### config.mk
export PLATFORM = sky130hd
export DESIGN_NAME = ctrl_entrada
export DESIGN_NICKNAME = d
export VERILOG_FILES = /design/src/rtl/ctrl_entrada.sv
export SDC_FILE = /design/constraint.sdc
export NUM_CORES = 1
export LEC_CHECK = 0
export BUFFER_PORTS_ARGS = -buffer_cell sky130_fd_sc_hd__buf_2
export CORE_ASPECT_RATIO = 1.4
export CORE_UTILIZATION = 40
export DETAILED_ROUTE_END_ITERATION = 6
export SYNTH_ARGS = -nofsm -noshare
export SYNTH_HDL_FRONTEND = slang
export SYNTH_SLANG_ARGS = --single-unit
### constraint.sdc
create_clock -name clk_i -period 1.79 [get_ports clk_i]
set_input_delay 0.358 -clock clk_i [delete_from_list [all_inputs] [get_ports clk_i]]
set_output_delay 0.358 -clock clk_i [all_outputs]
set_load 0.01 [all_outputs]
### src/rtl/ctrl_entrada.sv
// Operand-entry sequencer: collects BCD keypad digits, latches two operands,
// launches the arithmetic unit and selects entry or result for the display mux.
module ctrl_entrada #(
  parameter int unsigned N_DIG       = 4,
  parameter int unsigned TIMEOUT_CYC = 1024
) (
  input  logic                  clk_i,
  input  logic                  rst_i,
  input  logic                  key_valid_i,
  input  logic [3:0]            key_code_i,
  input  logic                  done_i,
  output logic [N_DIG-1:0][3:0] numero_o,
  output logic [N_DIG-1:0][3:0] op_a_o,
  output logic [N_DIG-1:0][3:0] op_b_o,
  output logic                  start_o,
  output logic                  ent_o,
  output logic                  err_o,
  output logic [2:0]            state_o
);

  localparam int unsigned TimerW = $clog2(TIMEOUT_CYC);
  localparam logic [TimerW-1:0] TimerMax = TimerW'(TIMEOUT_CYC - 1);
  localparam logic [2:0] CntMax = 3'(N_DIG);

  localparam logic [3:0] KeyEnter    = 4'hA;
  localparam logic [3:0] KeyClrEntry = 4'hB;
  localparam logic [3:0] KeyClrAll   = 4'hC;

  localparam logic [2:0] StEntryA = 3'd0;
  localparam logic [2:0] StEntryB = 3'd1;
  localparam logic [2:0] StCalc   = 3'd2;
  localparam logic [2:0] StShow   = 3'd3;
  localparam logic [2:0] StErr    = 3'd4;

  logic [2:0]            state_q, state_d;
  logic [N_DIG-1:0][3:0] numero_q, numero_d;
  logic [N_DIG-1:0][3:0] op_a_q, op_a_d;
  logic [N_DIG-1:0][3:0] op_b_q, op_b_d;
  logic [2:0]            cnt_q, cnt_d;
  logic [TimerW-1:0]     timer_q, timer_d;
  logic                  start_q, start_d;
  logic                  ent_q, ent_d;
  logic                  err_q, err_d;

  logic is_digit, is_enter, is_clr_entry, is_clr_all;

  assign is_digit     = key_valid_i && (key_code_i <= 4'd9);
  assign is_enter     = key_valid_i && (key_code_i == KeyEnter);
  assign is_clr_entry = key_valid_i && (key_code_i == KeyClrEntry);
  assign is_clr_all   = key_valid_i && (key_code_i == KeyClrAll);

  // Next-state decode; CLR_ALL dominates every state, done dominates timeout.
  always_comb begin
    state_d  = state_q;
    numero_d = numero_q;
    op_a_d   = op_a_q;
    op_b_d   = op_b_q;
    cnt_d    = cnt_q;
    timer_d  = timer_q;
    start_d  = 1'b0;

    if (is_clr_all) begin
      state_d  = StEntryA;
      numero_d = '0;
      op_a_d   = '0;
      op_b_d   = '0;
      cnt_d    = '0;
      timer_d  = '0;
    end else begin
      case (state_q)
        StEntryA, StEntryB: begin
          if (is_digit) begin
            // A full buffer silently drops further digits.
            if (cnt_q < CntMax) begin
              numero_d = {numero_q[N_DIG-2:0], key_code_i};
              cnt_d    = cnt_q + 3'd1;
            end
          end else if (is_enter) begin
            if (state_q == StEntryA) begin
              op_a_d  = numero_q;
              state_d = StEntryB;
            end else begin
              op_b_d  = numero_q;
              state_d = StCalc;
              timer_d = '0;
              start_d = 1'b1;
            end
            numero_d = '0;
            cnt_d    = '0;
          end else if (is_clr_entry) begin
            numero_d = '0;
            cnt_d    = '0;
          end
        end
        StCalc: begin
          if (done_i) begin
            state_d = StShow;
          end else if (timer_q == TimerMax) begin
            state_d = StErr;
          end else begin
            timer_d = timer_q + 1'b1;
          end
        end
        StShow: begin
          // A new digit starts the next operand A; operands stay until ENTER.
          if (is_digit) begin
            numero_d    = '0;
            numero_d[0] = key_code_i;
            cnt_d       = 3'd1;
            state_d     = StEntryA;
          end
        end
        StErr: begin
          state_d = StErr;
        end
        default: begin
          state_d = StEntryA;
        end
      endcase
    end

    ent_d = (state_d == StShow);
    err_d = (state_d == StErr);
  end

  // State registers with synchronous reset.
  always_ff @(posedge clk_i) begin
    if (rst_i) begin
      state_q  <= StEntryA;
      numero_q <= '0;
      op_a_q   <= '0;
      op_b_q   <= '0;
      cnt_q    <= '0;
      timer_q  <= '0;
      start_q  <= 1'b0;
      ent_q    <= 1'b0;
      err_q    <= 1'b0;
    end else begin
      state_q  <= state_d;
      numero_q <= numero_d;
      op_a_q   <= op_a_d;
      op_b_q   <= op_b_d;
      cnt_q    <= cnt_d;
      timer_q  <= timer_d;
      start_q  <= start_d;
      ent_q    <= ent_d;
      err_q    <= err_d;
    end
  end

  assign numero_o = numero_q;
  assign op_a_o   = op_a_q;
  assign op_b_o   = op_b_q;
  assign start_o  = start_q;
  assign ent_o    = ent_q;
  assign err_o    = err_q;
  assign state_o  = state_q;

endmodule

==> metrics.cfg <==
[synth]
synth-seq-cells=67
ys_top_cells_by_area=dfxtp_1 (47%), mux2i_1 (12%), nor2_1 (5.4%)
synth_top_area_share=0.466
synth.area.mux_share=0.122
yosysTopAreaCell=dfxtp_1
synth-xor-area-share=0
syn_area_per_cell_um2=9.56
yosysUniqueCellTypes=49
synth-simple-area-share=0.204
synth_fp_nets=311
synth_top_family_by_area=simple AND/OR/NAND/NOR gates
synth_area_um2=2880
synthAdderAreaFrac=0.00870
synth_compound_area_frac=0.153
seq_area_frac_synth=0.466
syn_inst=301
yosys_warnings=0

[sta]
clock.fmax_mhz=578
period_share=0.967
drv_slew=0
hold_violations=0
holdWs_ns=0.323
finalWorstPathRequiredPeriod_ns=1.73
rsz0062_at_grt=false
tns_ns=0
max-slew-margin-rel=0.598
fin_skew_ns=0.00853
worstMarginPinSlew_ns=0.602
setup_viol=0

[final_layout]
layout-drive-gt1-share=0.295
final_cells=471
diodes=0
final.fill_count=696
final_nets=382
fin_util=0.512
area_delta_synth_final_pct=23.6

[clock_network]
cts_made_buffers=9
root_buffer=clkbuf_8
cts_tree=yes
numClockSinks=67
clk_latency_ns=0.34
post_cts_buffers=0
clk_pin_slew_ns=0.07
h-tree-depth=3
clockBufferDepth=2

[placement]
hpwl_um=4800
place_inst=456
gp_congestion=0.809
numPortBuffers=61

[setup_path]
path_delay_family=simple AND/OR/NAND/NOR gates
cp_data_arrival_time_ns=2.00
worst-path-max-fanout=17
cp_num_buf_inv=0
endpoint_kind=register
setup.worst_path.class=reg -> reg
cp_slowest_cell=or4_1
worstPathCellList=and4bb_2, a21oi_4, or4_1, a21oi_1
critPathRequiredTime_ns=2.06
startpoint_type=register
slowest_delay_ns=0.54

[route]
wirelength_um=6950
wl_per_cell_um=14.8
drtPass1Iterations=4
vias=2479
drcViolationCount=0
vias_per_cell=5.26
ant_nets=0
drt_iter0_markers=120

[grt]
grt_max_degree=26
antenna_found_initial=0
gr-usage-all-layers=0.185
grt_pass1_vias=2207
grt_first_pass_wirelength_um=10600
grt-ovfl-total=0

[run]
cap_viol_max_count=0

[floorplan]
fp.dieH_um=102
dieArea_um2=7540
ioPinCount=62
fp.coreArea_um2=6940
die_w_um=73.7
initial_core_util=0.415
placementRows=36

[run_status]
run_status=complete, no violations

[pwr]
ir_drop_uv=515
total_power_mw=3.00
p_per_area_nw_per_um2=845
p_leak_nw=1.66

[min_path]
hold_class=in -> reg

## kinds of logic (layout without fill, tap and decap cells)
family | Yosys count | in the layout
muxes | 35 | 35
buffers and inverters | 24 | 99
DFF | 67 | 67
and+or+nand+nor | 105 | 105
adders and majority gates | 2 | 2
AOI/OAI and AO/OA | 68 | 68
## report_power, final
part / switching (mW) / internal, mW / total (mW)
Combinational: 0.0913 / 0.0511 / 0.142
Sequential: 0.00958 / 1.50 / 1.51
Clock: 0.579 / 0.775 / 1.35
Total: 0.680 / 2.32 / 3.00
## Yosys cell counts (all sizes together)
cell type	instances
a21o	1
o221a	1
nor2	41
nor3	3
a21oi	24
buf	11
nand2	7
and4b	1
mux2i	35
o32ai	1
nor2b	2
a21boi	1
nor4bb	1
or4	4
and2	1
ha	2
inv	4
o21ai	22
o31ai	7
a31oi	2
or2	1
dfxtp	67
o32a	1
a32o	1
or3b	2
nand4	1
a221oi	1
o211ai	4
nand3	26
nor4	4
nor4b	1
clkbuf	9
a2111oi	1
o21a	1
nand3b	4
and4bb	2
nand2b	1
or3	3
## final cells by class
cell class / count / area [um^2] / share of cell area
Sequential cell: 67 / 1340 / 0.378
Tap cell: 95 / 119 / 0.0334
Clock buffer: 10 / 128 / 0.0359
Inverter: 4 / 15.0 / 0.00422
Multi-Input combinational cell: 210 / 1410 / 0.397
Clock inverter: 5 / 78.8 / 0.0222
Timing Repair Buffer: 80 / 460 / 0.130
## state kept, by name, indices dropped and copies added (netlist names), 3 cells and up
name,count
timer_q,10
cnt_q,3
op_a_o,16
numero_o,16
state_o,3
op_b_o,16
## through the flow
step | instance area, um^2 | setup slack (ns)
2_1_floorplan | 2880 | 0.0965
3_3_place_gp | 3340 | 0.0231
3_5_place_dp | 3340 | -0.00461
4_1_cts | 3540 | 0.0238
5_1_grt | 3550 | 0.0110
6_report | 3550 | 0.0588
## final timing paths
path / from / end / slack (ns) / cells past startpoint
max reg2reg: state_o[0] / timer_q[3] / 0.06 / 4
min reg2reg: cnt_q[2] / cnt_q[2] / 0.47 / 2
max: state_o[0] / timer_q[3] / 0.06 / 4
min: key_code_i[0] / numero_o[0] / 0.32 / 3
## cell usage in the layout, fill, tap and decap left out, drive strengths merged, types with 3 or more instances in the layout
cell / synthesis / routed
mux2i: 35 / 35
nor2: 41 / 41
dfxtp: 67 / 67
nand3b: 4 / 4
or4: 4 / 4
o211ai: 4 / 4
o31ai: 7 / 7
clkinv: 0 / 3
buf: 11 / 80
clkbuf: 9 / 10
nand3: 26 / 26
nand2: 7 / 7
or3: 3 / 3
inv: 4 / 4
a21oi: 24 / 24
nor4: 4 / 4
nor3: 3 / 3
o21ai: 22 / 22
## worst min-delay path, stage by stage
cell,delay [ns]
buf_2,0.12
nand3_1,0.08
o21ai_1,0.05
## routing by layer
| metal | share of wire | GRT usage | vias up |
|---|---|---|---|
| met5 | 0 | 0 | - |
| met2 | 0.52 | 0.311 | 63 |
| li1 | - | - | 1232 |
| met1 | 0.44 | 0.230 | 1176 |
| met4 | 0.012 | 0.0754 | 0 |
| met3 | 0.033 | 0.0375 | 8 |
## timing repair
action                     in CTS  in global routing
hold buffers                    0                  0
resized for setup               0                  3
setup endpoints to repair       0                  4
(Power assumes the default switching activity.)
